==> config.mk <==
export PLATFORM = sky130hd
export DESIGN_NAME = gate_bus_arbiter_flat
export DESIGN_NICKNAME = d
export VERILOG_FILES = /design/src/rtl/gate_bus_pkg.sv /design/src/rtl/gate_bus_arbiter_if.sv /design/src/rtl/gate_bus_arbiter_rr_priority_pick.sv /design/src/rtl/gate_bus_arbiter.sv /design/src/flat_wrapper.sv
export SDC_FILE = /design/constraint.sdc
export NUM_CORES = 1
export LEC_CHECK = 0
export ABC_CLOCK_PERIOD_IN_PS = 3800
export CELL_PAD_IN_SITES_DETAIL_PLACEMENT = 1
export CELL_PAD_IN_SITES_GLOBAL_PLACEMENT = 2
export CORE_MARGIN = 3
export CORE_UTILIZATION = 28
export DETAILED_ROUTE_END_ITERATION = 10
export PLACE_DENSITY_LB_ADDON = 0.1
export SYNTH_ARGS = -nofsm -noshare
export SYNTH_HDL_FRONTEND = slang
export SYNTH_SLANG_ARGS = --single-unit
==> constraint.sdc <==
create_clock -name clk -period 3.8 [get_ports clk]
set_input_delay 0.76 -clock clk [delete_from_list [all_inputs] [get_ports clk]]
set_output_delay 0.76 -clock clk [all_outputs]
set_load 0.02 [all_outputs]
==> src/rtl/gate_bus_pkg.sv <==
// Shared types and constants for the gate bus arbiter.
// State encoding, source indices, one-hot mux selects and small one-hot helpers.
package gate_bus_pkg;

  typedef enum logic [1:0] {
    ST_IDLE = 2'b00,
    ST_OWN  = 2'b01
  } arb_state_e;

  localparam int unsigned SRC_PC     = 0;
  localparam int unsigned SRC_MDR    = 1;
  localparam int unsigned SRC_ALU    = 2;
  localparam int unsigned SRC_MARMUX = 3;

  localparam logic [3:0] GATE_NONE   = 4'h0;
  localparam logic [3:0] GATE_PC     = 4'h1;
  localparam logic [3:0] GATE_MDR    = 4'h2;
  localparam logic [3:0] GATE_ALU    = 4'h4;
  localparam logic [3:0] GATE_MARMUX = 4'h8;

  // True when exactly one bit of a 4-bit vector is set.
  function automatic logic is_onehot4(input logic [3:0] v);
    return (v != 4'h0) && ((v & (v - 4'h1)) == 4'h0);
  endfunction

  // Index of the set bit of a one-hot vector (0 for an all-zero vector).
  function automatic logic [1:0] onehot_to_idx(input logic [3:0] v);
    logic [1:0] idx;
    idx = 2'd0;
    for (int k = 0; k < 4; k++) begin
      idx = idx | (v[k] ? 2'(k) : 2'd0);
    end
    return idx;
  endfunction

endpackage

==> src/rtl/gate_bus_arbiter_if.sv <==
// Bus-side handshake between the control state machine and the arbiter.
// master: request side (control FSM); slave: the arbiter.
interface gate_bus_arbiter_if;
  logic [3:0] req;
  logic [3:0] lock;
  logic [3:0] grant;
  logic [3:0] gate_sel;
  logic       bus_valid;
  logic       timeout;

  modport master (
    output req, lock,
    input  grant, gate_sel, bus_valid, timeout
  );

  modport slave (
    input  req, lock,
    output grant, gate_sel, bus_valid, timeout
  );
endinterface

==> src/rtl/gate_bus_arbiter_rr_priority_pick.sv <==
// Rotating-priority requester pick: first set req bit found from ptr,
// wrapping upward modulo 4. Purely combinational.
module rr_priority_pick (
  input  logic [3:0] req,
  input  logic [1:0] ptr,
  output logic [3:0] pick,
  output logic       any
);

  // Walk the four positions starting at ptr and mark only the first hit.
  always_comb begin
    logic [1:0] idx;
    logic       hit;
    pick = 4'h0;
    any  = 1'b0;
    idx  = 2'd0;
    hit  = 1'b0;
    for (int k = 0; k < 4; k++) begin
      idx       = ptr + 2'(k);
      hit       = !any && req[idx];
      pick[idx] = pick[idx] | hit;
      any       = any | hit;
    end
  end

endmodule

==> src/rtl/gate_bus_arbiter.sv <==
// Round-robin arbiter for the four gated sources of the 16-bit datapath bus.
// Registered one-hot grant doubles as the bus mux select; bus_valid qualifies it.
// Optional macro GATE_ARB_TIMEOUT_EN: bounds a locked owner to MAX_HOLD cycles
// and pulses timeout when it is forced off.
module gate_bus_arbiter
  import gate_bus_pkg::*;
#(
  parameter int unsigned MAX_HOLD = 4
) (
  input  logic                clk,
  input  logic                rst_n,
  gate_bus_arbiter_if.slave   bus
);

  if ((MAX_HOLD < 1) || (MAX_HOLD > 15)) begin : g_bad_max_hold
    $error("gate_bus_arbiter: MAX_HOLD must be in 1..15");
  end

  arb_state_e state_q, state_d;
  logic [1:0] ptr_q, ptr_d;
  logic [3:0] grant_q, grant_d;
  logic       bus_valid_q, bus_valid_d;

  logic [1:0] owner_s;
  logic [1:0] pick_ptr_s;
  logic [3:0] pick_s;
  logic       any_s;
  logic       locked_s;
  logic       hold_room_s;
  logic       new_grant_s;
  logic       extend_s;

  assign owner_s  = onehot_to_idx(grant_q);
  assign locked_s = bus.req[owner_s] & bus.lock[owner_s];
  // While owning, the next search starts just past the owner so a release
  // rotates priority; the owner itself is reached last and only wins alone.
  assign pick_ptr_s = (state_q == ST_OWN) ? (owner_s + 2'd1) : ptr_q;

  rr_priority_pick u_pick (
    .req  (bus.req),
    .ptr  (pick_ptr_s),
    .pick (pick_s),
    .any  (any_s)
  );

`ifdef GATE_ARB_TIMEOUT_EN
  localparam int unsigned HOLD_W = $clog2(MAX_HOLD + 1);

  logic [HOLD_W-1:0] hold_cnt_q, hold_cnt_d;
  logic              timeout_q, timeout_d;
  logic              forced_s;

  assign hold_room_s = (hold_cnt_q < HOLD_W'(MAX_HOLD));
  assign forced_s    = (state_q == ST_OWN) && is_onehot4(grant_q) &&
                       locked_s && !hold_room_s;

  // Hold counter starts at 1 on every new grant and counts extended cycles.
  always_comb begin
    hold_cnt_d = '0;
    timeout_d  = forced_s;
    if (new_grant_s) begin
      hold_cnt_d = HOLD_W'(1);
    end else if (extend_s) begin
      hold_cnt_d = hold_cnt_q + HOLD_W'(1);
    end else begin
      hold_cnt_d = '0;
    end
  end

  // Hold counter and timeout pulse registers.
  always_ff @(posedge clk or negedge rst_n) begin
    if (!rst_n) begin
      hold_cnt_q <= '0;
      timeout_q  <= 1'b0;
    end else begin
      hold_cnt_q <= hold_cnt_d;
      timeout_q  <= timeout_d;
    end
  end

  assign bus.timeout = timeout_q;
`else
  assign hold_room_s = 1'b1;
  assign bus.timeout = 1'b0;
`endif

  // Next-state, pointer and grant decision.
  always_comb begin
    state_d     = state_q;
    ptr_d       = ptr_q;
    grant_d     = grant_q;
    new_grant_s = 1'b0;
    extend_s    = 1'b0;
    case (state_q)
      ST_IDLE: begin
        if (any_s) begin
          grant_d     = pick_s;
          state_d     = ST_OWN;
          new_grant_s = 1'b1;
        end else begin
          grant_d = GATE_NONE;
          state_d = ST_IDLE;
        end
      end
      ST_OWN: begin
        if (!is_onehot4(grant_q)) begin
          grant_d = GATE_NONE;
          state_d = ST_IDLE;
        end else if (locked_s && hold_room_s) begin
          extend_s = 1'b1;
        end else begin
          ptr_d = owner_s + 2'd1;
          if (any_s) begin
            grant_d     = pick_s;
            new_grant_s = 1'b1;
          end else begin
            grant_d = GATE_NONE;
            state_d = ST_IDLE;
          end
        end
      end
      default: begin
        grant_d = GATE_NONE;
        state_d = ST_IDLE;
      end
    endcase
    bus_valid_d = is_onehot4(grant_d);
  end

  // State, pointer and output registers.
  always_ff @(posedge clk or negedge rst_n) begin
    if (!rst_n) begin
      state_q     <= ST_IDLE;
      ptr_q       <= 2'd0;
      grant_q     <= GATE_NONE;
      bus_valid_q <= 1'b0;
    end else begin
      state_q     <= state_d;
      ptr_q       <= ptr_d;
      grant_q     <= grant_d;
      bus_valid_q <= bus_valid_d;
    end
  end

  assign bus.grant     = grant_q;
  assign bus.gate_sel  = grant_q;
  assign bus.bus_valid = bus_valid_q;

endmodule

==> src/flat_wrapper.sv <==
// flat-port wrapper written by rule: the top's interface ports become plain ports
module gate_bus_arbiter_flat import gate_bus_pkg::*;
#(
  parameter int unsigned MAX_HOLD = 4
)
  (clk, rst_n, bus_req, bus_lock, bus_grant, bus_gate_sel, bus_bus_valid, bus_timeout);
  gate_bus_arbiter_if bus_i ();
  input  logic clk;
  input  logic rst_n;
  input wire logic [$bits(bus_i.req)-1:0] bus_req;
  input wire logic [$bits(bus_i.lock)-1:0] bus_lock;
  output wire logic [$bits(bus_i.grant)-1:0] bus_grant;
  output wire logic [$bits(bus_i.gate_sel)-1:0] bus_gate_sel;
  output wire logic [$bits(bus_i.bus_valid)-1:0] bus_bus_valid;
  output wire logic [$bits(bus_i.timeout)-1:0] bus_timeout;
  assign bus_i.req = bus_req;
  assign bus_i.lock = bus_lock;
  assign bus_grant = bus_i.grant;
  assign bus_gate_sel = bus_i.gate_sel;
  assign bus_bus_valid = bus_i.bus_valid;
  assign bus_timeout = bus_i.timeout;
  gate_bus_arbiter #(.MAX_HOLD(MAX_HOLD)) u_core (.clk(clk), .rst_n(rst_n), .bus(bus_i));
endmodule
==> results_dict.tcl, run 1 <==
set metrics [dict create \
    async_flop_share 1.00 \
    hold_viol_final 0 \
    route.detailed.drc 0 \
    r2r_end "u_core.bus.bus_valid" \
    stdcell_count 252 \
    synth_compound_area_frac 0.352 \
    syn-instance-count 163 \
    grt_max_degree 11 \
    diodes 0 \
    htreeDepth 1 \
    ys_ff_latch 8 \
    status "finished, final reports clean" \
    fmax_ghz 0.273 \
    area_growth_pct 41.2 \
    synthSimpleGateAreaFrac 0.234 \
    synth_warnings 0 \
    die_area_um2 5470 \
    cp.required_ns 3.93 \
    finalMaxSlewViolations 0 \
    grt_pass1_wl_mm 7.78 \
    synth_commonest_cells "nand2_1 (12), inv_1 (11), nor2_1 (11), dfrtp_1 (8), o21ai_0 (8)" \
    wire_per_inst_um 19.2 \
    r2r-start "u_core.state_q[0]" \
    firstDrtPassIters 4 \
    finalSetupViolCount 0 \
    grt_use_total 0.183 \
    placed_cell_area_um2 1670 \
    first_iter_violations 68 \
    synth_top_family_by_area "compound AO/OA/AOI/OAI gates" \
    synth_xor_area_frac 0.0203 \
    synthDistinctLibCells 64 \
    place_inst 246 \
    core_um2 4410 \
    drive_above_1_share 0.315 \
    clk_latency_ns 0.23 \
    routabilityCongestion 0.849 \
    path_class "flop to flop" \
    cts_hold_buf 0 \
    setup_tns_ns 0 \
    fin_skew_ns 0.00362 \
    worst_pin_slew_ns 0.527 \
    syn_area_um2 1290 \
    fin_crit_ns 3.66 \
    yosysMostFrequentCell "nand2_1" \
    hold_class "flop to flop" \
    synthAdderAreaFrac 0.0387 \
    final_core_util 0.414 \
    drv_cap 0 \
    route.vias.total 1463 \
    end_kind "flop" \
    num_rows 24 \
    r2r_cells 13 \
    overflow 0 \
    muxShareOfSynthArea 0.0764 \
    synth_area_leaders "dfrtp_1 (15%), mux4_2 (5.2%), buf_4 (4.1%)" \
    ios 20 \
    io_buffers 18 \
    cts_made_buffers 3 \
    worstSetupStartpoint "u_core.state_q[0]" \
    layout.nets 215 \
    antenna_found_initial 0 \
    synth-edff-count 0 \
    clockBufferDepth 2 \
    crit_arrival_ns 3.79 \
    synth_top_cell_by_area "dfrtp_1" \
    grt_pass1_vias 1527 \
    slew_headroom 0.648 \
    die_h_um 74.0 \
    synthesis.nets 177 \
    die_x_um 74.0 \
    synth_top_area_frac 0.155 \
    crit_fanout 9 \
    fin_crit_sh 0.964 \
    wl_mm 4.84 \
    clk_pin_slew_worst_paths_ns 0.04 \
    r2r_setup_slack_ns 0.14 \
    fin_area_um2 1830 \
    cp-start-kind "flop" \
    dp_hpwl_mm 3.89 \
    ys.flop_type "dfrtp_1" \
    clockRootBuffer "clkbuf_8" \
    start_util 0.293 \
    seq_area_frac_synth 0.155 \
    ant_nets 0 \
    cts_tree "yes" \
    endpoint "u_core.bus.bus_valid" \
    clock_sinks 8 \
    via_per_inst 5.81 \
    avgSynthCellArea_um2 7.94 \
]
==> how the worst min path moves through the flow <==
stage | from | endpoint | slack (ns) | cells after the start
2_1_floorplan | u_core.ptr_q[1] | u_core.ptr_q[1] | 0.45 | 2
3_3_place_gp | u_core.ptr_q[1] | u_core.ptr_q[1] | 0.48 | 2
3_5_place_dp | u_core.ptr_q[1] | u_core.ptr_q[1] | 0.49 | 2
4_1_cts | u_core.ptr_q[1] | u_core.ptr_q[1] | 0.50 | 2
5_1_grt | u_core.ptr_q[1] | u_core.ptr_q[1] | 0.54 | 2
6_report | u_core.ptr_q[1] | u_core.ptr_q[1] | 0.49 | 2
==> cell type report <==
type                       instances  area [um2]
sequential                         8         204
clock buffer                       4        45.0
inverter                          12        47.5
tap                               52        65.1
multi-input combinational        127        1050
timing repair buffer              49         417
fill                             525        2590
==> metrics by stage <==
stage               hold WS [ns]  worst slack [ns]
finish                     0.492             0.138
global route               0.537           -0.0136
CTS                        0.502           0.00567
detailed placement         0.490           -0.0888
global placement           0.482        0.00000666
floorplan                  0.450           0.00488
==> per-layer routing <==
layer | wire, um | up-vias | track usage
li1 | - | 697 | -
met4 | 8 | 0 | 0.0121
met3 | 128 | 3 | 0.0176
met2 | 2440 | 28 | 0.332
met5 | 0 | - | 0
met1 | 2260 | 735 | 0.244
==> flip-flops by register name (all words and copies together) (netlist names) <==
signal                count
u_core.bus.gate_sel       4
u_core.bus.bus_valid      1
u_core.ptr_q              2
u_core.state_q            1
==> placed cells by master, fill, tap and decap left out, types with 3 or more instances in the layout <==
master	synthesis	layout
a21oi_1	7	7
buf_4	7	30
clkbuf_8	0	3
clkdlybuf4s50_1	0	18
dfrtp_1	8	5
dfrtp_2	0	3
ha_1	4	4
inv_1	11	11
mux4_2	3	3
nand2_1	12	12
nand3_1	7	7
nor2_1	11	10
nor2b_1	3	3
nor3_1	4	4
o211ai_1	5	5
o21ai_0	8	8
o311ai_0	4	3
==> kinds of logic (layout without fill, tap and decap cells) <==
family,after synthesis,after routing
other,1,1
flip-flops,8,8
buffers and inverters,28,65
adder cells (fa/ha/maj),4,4
multiplexers,6,6
AO/OA/AOI/OAI,58,58
XOR/XNOR,3,3
AND/OR/NAND/NOR,55,55
==> worst max-delay path, cell delays in order (launching register included) <==
cell      delay, ns
dfrtp_2        0.41
or2b_4         0.31
o21a_1         0.23
ha_1           0.33
buf_6          0.16
mux4_2         0.38
nand3_4        0.15
a21oi_2        0.06
or4_4          0.47
a32oi_4        0.27
nor2_4         0.10
a221oi_4       0.36
xnor2_1        0.10
o311ai_1       0.23
==> timing repair <==
item                                    in CTS  in global routing
buffers inserted                             0                  2
cloned                                       0                  0
endpoints found under the setup margin       1                  2
resized for setup                            1                 17
pin swaps                                    0                  5
Power of run 1 is not shown: default switching activity piles up to over one toggle a cycle in this logic, so the estimate is an artifact.
==> run 2, diff against run 1 <==
--- a/config.mk
+++ b/config.mk
@@ -6,12 +6,14 @@
 export NUM_CORES = 1
 export LEC_CHECK = 0
 export ABC_CLOCK_PERIOD_IN_PS = 3800
+export CAP_MARGIN = 25
 export CELL_PAD_IN_SITES_DETAIL_PLACEMENT = 1
 export CELL_PAD_IN_SITES_GLOBAL_PLACEMENT = 2
 export CORE_MARGIN = 3
 export CORE_UTILIZATION = 28
 export DETAILED_ROUTE_END_ITERATION = 10
 export PLACE_DENSITY_LB_ADDON = 0.1
+export RECOVER_POWER = 100
 export SYNTH_ARGS = -nofsm -noshare
 export SYNTH_HDL_FRONTEND = slang
 export SYNTH_SLANG_ARGS = --single-unit
==> run 2 against run 1 <==
Against the previous run: count of clock-buffer cells in the layout unchanged; final area decreased by 0.21%; highest routed layer unchanged; hold slack about the same; final cell count unchanged; first-iteration DRC count decreased by 1.5%; non-clock buffer count unchanged; largest cell class unchanged; register-to-register slack about the same; clock skew about the same; flip-flop and latch count unchanged; core utilization decreased by 0.085 points; die area unchanged; global-route usage unchanged.
==> results_dict.tcl, run 2 (synthesized netlist as in run 1, its figures left out) <==
set metrics [dict create \
    cts_tree "yes" \
    wl_mm 4.83 \
    worstHoldStart "u_core.ptr_q[1]" \
    status "finished, final reports clean" \
    crit_fanout 9 \
    fin_area_um2 1820 \
    num_rows 24 \
    placed_cell_area_um2 1670 \
    finalMaxSlewViolations 0 \
    worstSetupStartpoint "u_core.state_q[0]" \
    grt_pass1_wl_mm 7.78 \
    cp_top_family "compound AO/OA/AOI/OAI gates" \
    layout_common_cells "buf_4 (29), nand2_1 (12), inv_1 (11)" \
    worst_slack_ns 0.141 \
    io_buffers 18 \
    crit_chain "or2b_4, o21a_1, ha_1, buf_6, mux4_2, nand3_4, a21oi_2, or4_4, a32oi_4, nor2_4, a221oi_4, xnor2_1, o311ai_1" \
    grt_max_degree 11 \
    core_um2 4410 \
    routabilityCongestion 0.849 \
    fmax_ghz 0.273 \
    cts_made_buffers 3 \
    die_x_um 74.0 \
    setup_tns_ns 0 \
    path_class "flop to flop" \
    dp_hpwl_mm 3.89 \
    area_growth_pct 40.9 \
    fin_crit_sh 0.963 \
    place_ws_ns -0.0888 \
    antenna_found_initial 0 \
    fillers 526 \
    r2r-start "u_core.state_q[0]" \
    htreeDepth 1 \
    grt_use_total 0.183 \
    start_util 0.293 \
    slew_headroom 0.648 \
    route.vias.total 1467 \
    clk_pin_slew_worst_paths_ns 0.04 \
    multiInputGateArea_um2 1050 \
    fin_crit_ns 3.66 \
    finalSetupViolCount 0 \
    die_area_um2 5470 \
    layout.nets 215 \
    firstDrtPassIters 4 \
    via_per_inst 5.82 \
    cp-start-kind "flop" \
    clk_latency_ns 0.23 \
    cts_hold_buf 0 \
    overflow 0 \
    ios 20 \
    slowest_delay_ns 0.47 \
    path_buf_inv 1 \
    hold_viol_final 0 \
    cp.required_ns 3.93 \
    die_h_um 74.0 \
    regArea_um2 204 \
    crit_arrival_ns 3.79 \
    grt_pass1_vias 1527 \
    worst_pin_slew_ns 0.527 \
    clock_sinks 8 \
    ant_nets 0 \
    hold_class "flop to flop" \
    wire_per_inst_um 19.2 \
    end_kind "flop" \
    clockRootBuffer "clkbuf_8" \
    clockBufferDepth 2 \
    route.detailed.drc 0 \
    final_common_cell "buf_4" \
    drv_cap 0 \
    first_iter_violations 67 \
    drive_above_1_share 0.310 \
    fin_skew_ns 0.00326 \
    critPathSlowestCell "or4_4" \
    diodes 0 \
    largest_reg_flops 4 \
]
-- run 2: area by class of cell --
cell class,instances,share of cell area
multi-input combinational,127,0.575
clock buffer,4,0.0247
sequential,8,0.112
timing repair buffer,49,0.226
tap,52,0.0357
inverter,12,0.0261
-- run 2: path summary, 6_finish.rpt --
check / depth (start not counted) / end / slack [ns]
setup reg to reg: 13 / u_core.bus.bus_valid / 0.14
min in group asynchronous: 1 / u_core.bus.gate_sel[0] / 0.88
max in group asynchronous: 1 / u_core.state_q[0] / 2.62
hold reg to reg: 2 / u_core.ptr_q[1] / 0.49
setup / recovery: 13 / u_core.bus.bus_valid / 0.14
hold / removal: 2 / u_core.ptr_q[1] / 0.49
-- run 2: what timing repair did --
item | in CTS | in global routing
setup buffers | 0 | 2
endpoints found under the hold margin | 0 | 0
pin swaps | 0 | 5
endpoints found under the setup margin | 1 | 2
gates resized for setup | 1 | 17
gates cloned | 0 | 0
-- run 2: per-stage QoR --
stage	hold WS (ns)	utilization	instances
after floorplan	0.450	-	163
after global placement	0.482	0.378	246
after detailed placement	0.490	0.378	246
after CTS	0.502	0.388	250
after global routing	0.537	0.413	252
final	0.492	0.413	252
-- run 2: tightest hold or removal path, stage by stage (launching register included) --
cell and delay (ns):
dfrtp_1 0.34, nand2_1 0.05, o31ai_1 0.06
-- run 2: layer usage --
metal / up-vias / track usage / routed length [um]
met2: 28 / 0.332 / 2440
met4: 0 / 0.0121 / 8
met5: - / 0 / 0
met3: 3 / 0.0176 / 128
li1: 697 / - / -
met1: 739 / 0.244 / 2250
Power of run 2 is left out for the same reason.
==> run 3, diff against run 2 <==
--- a/config.mk
+++ b/config.mk
@@ -5,6 +5,7 @@
 export SDC_FILE = /design/constraint.sdc
 export NUM_CORES = 1
 export LEC_CHECK = 0
+export ABC_AREA = 0
 export ABC_CLOCK_PERIOD_IN_PS = 3800
 export CAP_MARGIN = 25
 export CELL_PAD_IN_SITES_DETAIL_PLACEMENT = 1
@@ -14,6 +15,7 @@
 export DETAILED_ROUTE_END_ITERATION = 10
 export PLACE_DENSITY_LB_ADDON = 0.1
 export RECOVER_POWER = 100
+export SKIP_LAST_GASP = 1
 export SYNTH_ARGS = -nofsm -noshare
 export SYNTH_HDL_FRONTEND = slang
 export SYNTH_SLANG_ARGS = --single-unit
==> results of run 3 <==
No change in the layout: final DEF, timing and power equal those of run 2.
Power of run 3 is left out for the same reason.
